File: config.mk
export PLATFORM = sky130hd
export DESIGN_NAME = branch_scan_controller
export DESIGN_NICKNAME = d
export VERILOG_FILES = /design/src/rtl/branch_scan_controller.sv
export SDC_FILE = /design/constraint.sdc
export NUM_CORES = 1
export LEC_CHECK = 0
export CORE_MARGIN = 3
export CORE_UTILIZATION = 49
export CTS_CLUSTER_SIZE = 40
export DETAILED_ROUTE_END_ITERATION = 7
export PLACE_DENSITY = 0.86
export SETUP_SLACK_MARGIN = 0.02
export SLEW_MARGIN = 20
export SYNTH_ARGS = -nofsm -noshare
export SYNTH_HDL_FRONTEND = slang
export SYNTH_SLANG_ARGS = --single-unit
File: constraint.sdc
create_clock -name clk -period 2.5 [get_ports clk]
set_input_delay 0.25 -clock clk [delete_from_list [all_inputs] [get_ports clk]]
set_output_delay 0.25 -clock clk [all_outputs]
set_load 0.02 [all_outputs]
File: src/rtl/branch_scan_controller.sv
// Bracket-branch PC sequencer: walks the PC to the matching bracket while counting nesting depth.
// Optional scan watchdog enabled by defining BRANCH_SCAN_TIMEOUT_EN.
module branch_scan_controller #(
  parameter int              OP_W       = 4,
  parameter logic [OP_W-1:0] OPEN_CODE  = 4'h6,
  parameter logic [OP_W-1:0] CLOSE_CODE = 4'h7,
  parameter int              DEPTH_W    = 8,
  parameter int              TIMEOUT    = 65535
) (
  input  logic               clk,
  input  logic               reset,
  input  logic               start,
  input  logic               dir,
  input  logic [OP_W-1:0]    instruction,
  input  logic               pc_at_bound,
  output logic               pc_step,
  output logic               pc_dir,
  output logic               busy,
  output logic               done,
  output logic               error,
  output logic [DEPTH_W-1:0] depth
);

  typedef enum logic [1:0] {S_IDLE, S_SCAN, S_DONE, S_ERR} state_e;

  state_e             state_q, state_d;
  logic               dir_q, dir_d;
  logic [DEPTH_W-1:0] depth_q, depth_d;

  logic [OP_W-1:0] same_code, match_code;
  logic            same_br, match_br, term_match, abort, timeout_hit;

  // "same" deepens the nest, "match" unwinds it; which is which depends on scan direction
  assign same_code  = dir_q ? CLOSE_CODE : OPEN_CODE;
  assign match_code = dir_q ? OPEN_CODE  : CLOSE_CODE;
  assign same_br    = (instruction == same_code);
  assign match_br   = (instruction == match_code);
  assign term_match = match_br && (depth_q == DEPTH_W'(1));
  assign abort      = pc_at_bound || (same_br && (&depth_q)) || timeout_hit;

`ifdef BRANCH_SCAN_TIMEOUT_EN
  localparam logic [15:0] TO_LAST = 16'(TIMEOUT - 1);
  logic [15:0] timer_q, timer_d;

  always_comb begin
    timer_d = timer_q;
    if (state_q == S_IDLE && start) timer_d = '0;
    else if (state_q == S_SCAN)     timer_d = timer_q + 16'd1;
  end

  always_ff @(posedge clk or posedge reset) begin
    if (reset) timer_q <= '0;
    else       timer_q <= timer_d;
  end

  assign timeout_hit = (timer_q == TO_LAST);
`else
  // keeps the parameter referenced when the watchdog is compiled out
  logic unused_timeout;
  assign unused_timeout = (TIMEOUT == 0);
  assign timeout_hit    = 1'b0;
`endif

  always_ff @(posedge clk or posedge reset) begin
    if (reset) begin
      state_q <= S_IDLE;
      dir_q   <= 1'b0;
      depth_q <= '0;
    end else begin
      state_q <= state_d;
      dir_q   <= dir_d;
      depth_q <= depth_d;
    end
  end

  always_comb begin
    state_d = state_q;
    dir_d   = dir_q;
    depth_d = depth_q;
    unique case (state_q)
      S_IDLE: if (start) begin
        dir_d   = dir;
        depth_d = DEPTH_W'(1);
        state_d = S_SCAN;
      end
      S_SCAN: begin
        // match on the boundary word still completes: match outranks every abort
        if (term_match) begin
          depth_d = '0;
          state_d = S_DONE;
        end else if (abort) begin
          state_d = S_ERR;
        end else if (same_br) begin
          depth_d = depth_q + DEPTH_W'(1);
        end else if (match_br) begin
          depth_d = depth_q - DEPTH_W'(1);
        end
      end
      S_DONE:  state_d = S_IDLE;
      default: state_d = S_ERR;
    endcase
  end

  always_comb begin
    pc_step = 1'b0;
    busy    = 1'b0;
    done    = 1'b0;
    error   = 1'b0;
    unique case (state_q)
      S_IDLE:  pc_step = start;
      S_SCAN: begin
        busy    = 1'b1;
        pc_step = !term_match && !abort;
      end
      S_DONE: begin
        busy = 1'b1;
        done = 1'b1;
      end
      default: error = 1'b1;
    endcase
  end

  assign pc_dir = dir_q;
  assign depth  = depth_q;

endmodule

==> results of run 1 <==
layout by cell type (no fill, tap or decap), drive strengths merged, types with 2 or more instances in the layout:
master and instances:
a21oi 5, a2bb2oi 2, a31oi 2, and2 2
and3 3, buf 5, clkbuf 4, clkdlybuf4s50 20
dfrtp 11, ha 7, inv 7, mux2i 3
nand2 12, nand2b 2, nand3 3, nand3b 2
nand4 3, nor2 6, nor2b 2, nor4 3
o211ai 2, o21ai 4, xnor2 2
through the flow:
stage | power, mW | std cells | hold WS [ns] | worst slack (ns)
floorplan | 0.891 | 107 | 0.102 | 0.599
global placement | 1.18 | 155 | 0.543 | 0.165
detailed placement | 1.21 | 155 | 0.549 | 0.128
CTS | 1.34 | 159 | 0.284 | 0.0619
global route | 1.43 | 159 | 0.312 | 0.206
finish | 1.33 | 159 | 0.283 | 0.353
power groups by stage:
| stage | clock network, mW | registers, mW | logic, mW |
|---|---|---|---|
| finish | 0.123 | 0.342 | 0.869 |
| global route | 0.131 | 0.355 | 0.948 |
| CTS | 0.128 | 0.340 | 0.869 |
| detailed placement | 0 | 0.344 | 0.866 |
| global placement | 0 | 0.337 | 0.847 |
| floorplan | 0 | 0.380 | 0.512 |
cells in the mapped netlist, drive strengths merged, types with 2 or more instances:
library cell / number
nand2b: 2
nand2: 12
a31oi: 2
buf: 3
nor2b: 2
nand3b: 2
o211ai: 2
ha: 7
xnor2: 2
inv: 7
nand3: 3
a21oi: 5
nor4: 3
nor2: 6
a2bb2oi: 2
o21ai: 4
and3: 3
nand4: 3
mux2i: 3
dfrtp: 11
and2: 2
worst paths after layout:
path                            depth (start not counted)  endpoint  slack (ns)     start
min in group clk                                        2  depth[2]        0.57  depth[2]
worst min-delay path                                    2  depth[1]        0.28     reset
worst max-delay path                                    7  depth[3]        0.35  depth[0]
worst min register to register                          2  depth[2]        0.57  depth[2]
max in group asynchronous                               2  depth[2]        1.91     reset
worst max register to register                          7  depth[3]        0.35  depth[0]
flip-flops by register name (all words and copies together) (netlist names):
register  flops
pc_dir        1
depth         8
state_q       2
logic make-up (layout without fill, tap and decap cells):
group           count (synthesis)  in the layout  share of synthesized area, %
buf+inv                        10             37                          5.61
flops                          11             11                          29.4
mux                             4              4                          4.41
compound gates                 30             30                          24.3
fa+ha+maj                       7              7                          9.35
xor+xnor                        3              3                          2.80
simple gates                   42             42                          24.2
worst max-delay path: cells and delay by family (launching register included):
| kind | cells | cell delay [ns] |
|---|---|---|
| AOI/OAI and AO/OA | 1 | 0.28 |
| adders and majority gates | 1 | 0.25 |
| buffers and inverters | 1 | 0.22 |
| DFF | 1 | 0.48 |
| and+or+nand+nor | 4 | 0.85 |
routing by layer:
layer | wire [um] | vias to the layer above | global-route usage [%]
li1 | - | 460 | -
met5 | 0 | - | 0
met1 | 1010 | 443 | 26.9
met2 | 1110 | 42 | 32.8
met4 | 40 | 0 | 9.22
met3 | 140 | 5 | 2.72
area by class of cell:
cell class,instances,share of cell area (%)
Tap cell,25,2.57
Multi-Input combinational cell,86,50.0
Timing Repair Buffer,26,20.5
Inverter,7,2.16
Clock buffer,4,2.16
Sequential cell,11,22.6
what timing repair did:
item                       in CTS  in global routing
setup buffers                   0                  0
hold endpoints to repair        0                  0
resized for setup               0                  1
setup endpoints to repair       0                  1
==> results.toml, run 1 <==
[power_and_ir_drop]
p_seq_share_pct = 25.6
ir_drop_v = 0.000810
power_switching_uw = 629
cellLeakagePower_nw = 0.542
combPwrFrac_pct = 65.1
powerDensity_nw_per_um2 = 1100
clockPowerShare_pct = 9.2
internal_power_uw = 706
swShare_pct = 47.1

[detailed_routing]
vias = 950
wl_per_cell_um = 14.5
wl_um = 2300
drt_iter0_markers = 29
detail-route-antenna-nets = 0
drc = 0
via_per_inst = 5.97
first_pass_iters = 4

[final_layout]
fill_cells = 157
drive_gt1_share_pct = 9.70
postLayoutCoreUtil_pct = 69.1
fin_area_um2 = 1220
area_delta_synth_final_pct = 30.0
nNetsFinal = 151
multiInputGateArea_um2 = 609
num_antenna_cells = 0
seq_area_um2 = 275

[critical_path]
crit_fanout = 10
cp_slowest_stage_delay_ns = 0.49
cp_cell_sequence = "ha_1, nor3b_1, a41oi_1, buf_4, nand2_1, or4_1, nand3_1"
required_ns = 2.71
worst-setup-path-type = "reg2reg"
end_kind = "flop"
crit_slowest_cell = "or4_1"
start_kind = "flop"
arrival_ns = 2.36

[placement]
place.gp.congestion = 0.920
port_buffers = 21
dpl-instance-area_um2 = 1190
place.detailed.hpwl_um = 1820

[floorplanning]
io_pins = 22
dieArea_um2 = 2470
die_x_um = 49.7
core-area_um2 = 1760
die_height_um = 49.7
initial_utilization_pct = 53.1
rows = 15

[global_route]
grt_usage_pct = 20.4
grt_start_max_net_pins = 12
grt_pass1_wl_um = 3910
antenna_found_initial = 0
grt-ovfl-total = 0
first_global_vias = 909

[synth]
synth_nets = 123
yosys-top-cells-area = "dfrtp_1, ha_1, nand2_1, mux2i_1, inv_1"
synth_edf_count = 0
syn_inst = 107
seq_area_frac_synth_pct = 29.4
yosys.area.top_type = "dfrtp_1"
async_flop_share_pct = 100
synth_top_area_share_pct = 29.4
synthDistinctLibCells = 46
synth_warnings = 0
synth_area_per_cell_um2 = 8.76
synthFlopType = "dfrtp_1"
synth_area_um2 = 937
ys_seq_elements = 11

[clock_network]
clk_path_buf_depth = 2
clk_latency_ns = 0.27
cts_root_buf = "clkbuf_4"
cts.sinks = 11
htree_levels = 1
numCtsBuffers = 3
ctsHoldBuffers = 0
path_clk_slew_ns = 0.07
cts_tree = "yes"

[timing]
fin_tns_setup_ns = 0
slew_viol_final = 0
finalSetupViolCount = 0
max_slew_margin_pct = 66.5
rsz0062_at_grt = "false"
skew_ns = 0.00336
period_minus_slack_ns = 2.15
tightestPinTransition_ns = 0.503
hold_viol_final = 0
fmax_mhz = 466
fin_crit_sh_pct = 85.9

[job]
maxCapViolations = 0

[outcome]
status = "finished clean"

[min_path]
hp-class = "in2async"
No activity file was read; power rests on OpenSTA's default activity.
==> inputs of run 2 (changes only) <==
--- a/config.mk
+++ b/config.mk
@@ -6,10 +6,11 @@
 export NUM_CORES = 1
 export LEC_CHECK = 0
 export CORE_MARGIN = 3
-export CORE_UTILIZATION = 49
+export CORE_UTILIZATION = 51
+export CTS_BUF_LIST = sky130_fd_sc_hd__clkbuf_8
 export CTS_CLUSTER_SIZE = 40
 export DETAILED_ROUTE_END_ITERATION = 7
-export PLACE_DENSITY = 0.86
+export PLACE_DENSITY = 0.88
 export SETUP_SLACK_MARGIN = 0.02
 export SLEW_MARGIN = 20
 export SYNTH_ARGS = -nofsm -noshare
==> run 2 against run 1 <==
  * Worst setup slack lost 0.23 ns
  * Critical path depth shrank 1
  * Core utilization grew 8.7 points
  * Combinational power grew 5.2%
  * Power grew 9.4%
  * Flip-flop and latch count is the same
  * First-iteration DRC count grew 97%
  * Wire length grew 12%
  * Clock power grew 46%
  * Non-clock buffer count shrank 1
  * Critical path type is now reg2out
==> results.toml, run 2 (synthesized netlist as in run 1, its figures left out) <==
[outcome]
status = "finished clean"

[job]
maxCapViolations = 0

[critical_path]
cp_slowest_stage_delay_ns = 0.59
end_kind = "output port"
crit_family = "buffers and inverters"
arrival_ns = 2.13
crit_slowest_cell = "clkdlybuf4s50_1"
cp_cell_sequence = "ha_1, and3_4, a21oi_1, nand2_1, nand2_1, clkdlybuf4s50_1"
crit_top_cell = "nand2_1"
worst-setup-path-type = "reg2out"
start_kind = "flop"
required_ns = 2.25
crit_fanout = 9
crit_buf_inv = 1

[final_layout]
area_delta_synth_final_pct = 33.8
largest_reg_flops = 8
final_common_cell = "clkdlybuf4s50_1"
multiInputGateArea_um2 = 634
num_antenna_cells = 0
nNetsFinal = 150
fill_cells = 119
final_cell_mix = "clkdlybuf4s50_1, nand2_1, dfrtp_1"
seq_area_um2 = 278
drive_gt1_share_pct = 12.8

[global_route]
antenna_found_initial = 0
grt-ovfl-total = 0
grt_pass1_wl_um = 4110
first_global_vias = 914
grt_start_max_net_pins = 12
grt_usage_pct = 21.7

[detailed_routing]
wl_um = 2590
via_per_inst = 6.32
wl_per_cell_um = 16.5
first_pass_iters = 4
vias = 992
drc = 0
drt_iter0_markers = 57
detail-route-antenna-nets = 0

[placement]
port_buffers = 21
place.detailed.hpwl_um = 1860
place.gp.congestion = 0.955

[clock_network]
clk_path_buf_depth = 2
clk_latency_ns = 0.24
cts.sinks = 11
htree_levels = 1
ctsHoldBuffers = 0
cts_tree = "yes"
cts_root_buf = "clkbuf_8"
post_cts_buffers = 0
numCtsBuffers = 3
path_clk_slew_ns = 0.05

[timing]
hold_viol_final = 0
skew_ns = 0.00366
tightestPinTransition_ns = 0.400
period_minus_slack_ns = 2.38
rsz0062_at_grt = "false"
finalSetupViolCount = 0
fin_tns_setup_ns = 0
fin_crit_sh_pct = 95.0
fmax_mhz = 421
slew_viol_final = 0
max_slew_margin_pct = 72.6

[power_and_ir_drop]
swShare_pct = 46.9
clockPowerShare_pct = 12.3
power_switching_uw = 685
finalPower_mw = 1.46
cellLeakagePower_nw = 0.539
powerDensity_nw_per_um2 = 1160
p_seq_share_pct = 25.1
internal_power_uw = 775
combPwrFrac_pct = 62.6
ir_drop_v = 0.00103

[floorplanning]
initial_utilization_pct = 58.2
dieArea_um2 = 2390
core-area_um2 = 1610
io_pins = 22
die_height_um = 48.9
die_x_um = 48.9
rows = 14

[min_path]
hp-class = "in2async"
## run 2: cell types whose count changed in the layout (fill, tap and decap cells not counted), moves of 2 or more
cell      before  now
dfrtp_1       11    9
clkbuf_4       3    0
dfrtp_2        0    2
clkbuf_8       0    3
## run 2: stage by stage
step                      setup slack, ns  hold slack [ns]  util [%]  std cells  area, um2
after floorplan                     0.599            0.102         -        107        937
after global placement              0.193            0.557      73.3        153       1180
after detailed placement            0.180            0.563      73.3        153       1180
after CTS                          0.0851            0.320      76.5        157       1230
after global routing               0.0334            0.349      77.8        157       1250
final                               0.125            0.304      77.8        157       1250
## run 2: layout make-up
class,count,area share (%)
multi-input combinational,86,50.6
sequential,11,22.2
clock inverter,1,0.299
inverter,7,2.10
timing repair buffer,25,19.2
clock buffer,3,3.29
tap,24,2.40
## run 2: final timing paths
kind | start | to | slack [ns] | cells past startpoint
worst max-delay path | depth[0] | pc_step | 0.12 | 6
worst max register to register | depth[0] | depth[3] | 0.43 | 7
min in group clk | state_q[0] | state_q[0] | 0.58 | 1
max in group asynchronous | reset | depth[1] | 1.87 | 2
worst min-delay path | reset | depth[6] | 0.30 | 2
worst min register to register | state_q[0] | state_q[0] | 0.58 | 1
## run 2: repair_timing
item	in CTS	in global routing
setup endpoints to repair	1	1
cloned	0	0
gates resized for setup	1	5
pin swaps	0	0
## run 2: worst reg2reg max path, delay by kind of cell, from the launching register on
family          cells  cell delay [ns]
fa+ha+maj           1             0.23
buf+inv             1             0.21
simple gates        4             0.86
compound gates      1             0.22
flops               1             0.47
## run 2: layer usage
| layer | routed length, um | GRT usage, % | vias up |
|---|---|---|---|
| met5 | 0 | 0 | - |
| met4 | 86 | 7.58 | 0 |
| met3 | 208 | 6.12 | 19 |
| met2 | 1250 | 35.5 | 58 |
| met1 | 1040 | 27.0 | 462 |
| li1 | - | - | 453 |
## run 2: power groups by stage
stage	combinational [mW]	sequential (mW)	clock, mW
global placement	0.833	0.347	0
finish	0.914	0.367	0.179
global route	0.978	0.377	0.190
CTS	0.873	0.355	0.179
detailed placement	0.855	0.353	0
floorplan	0.512	0.380	0
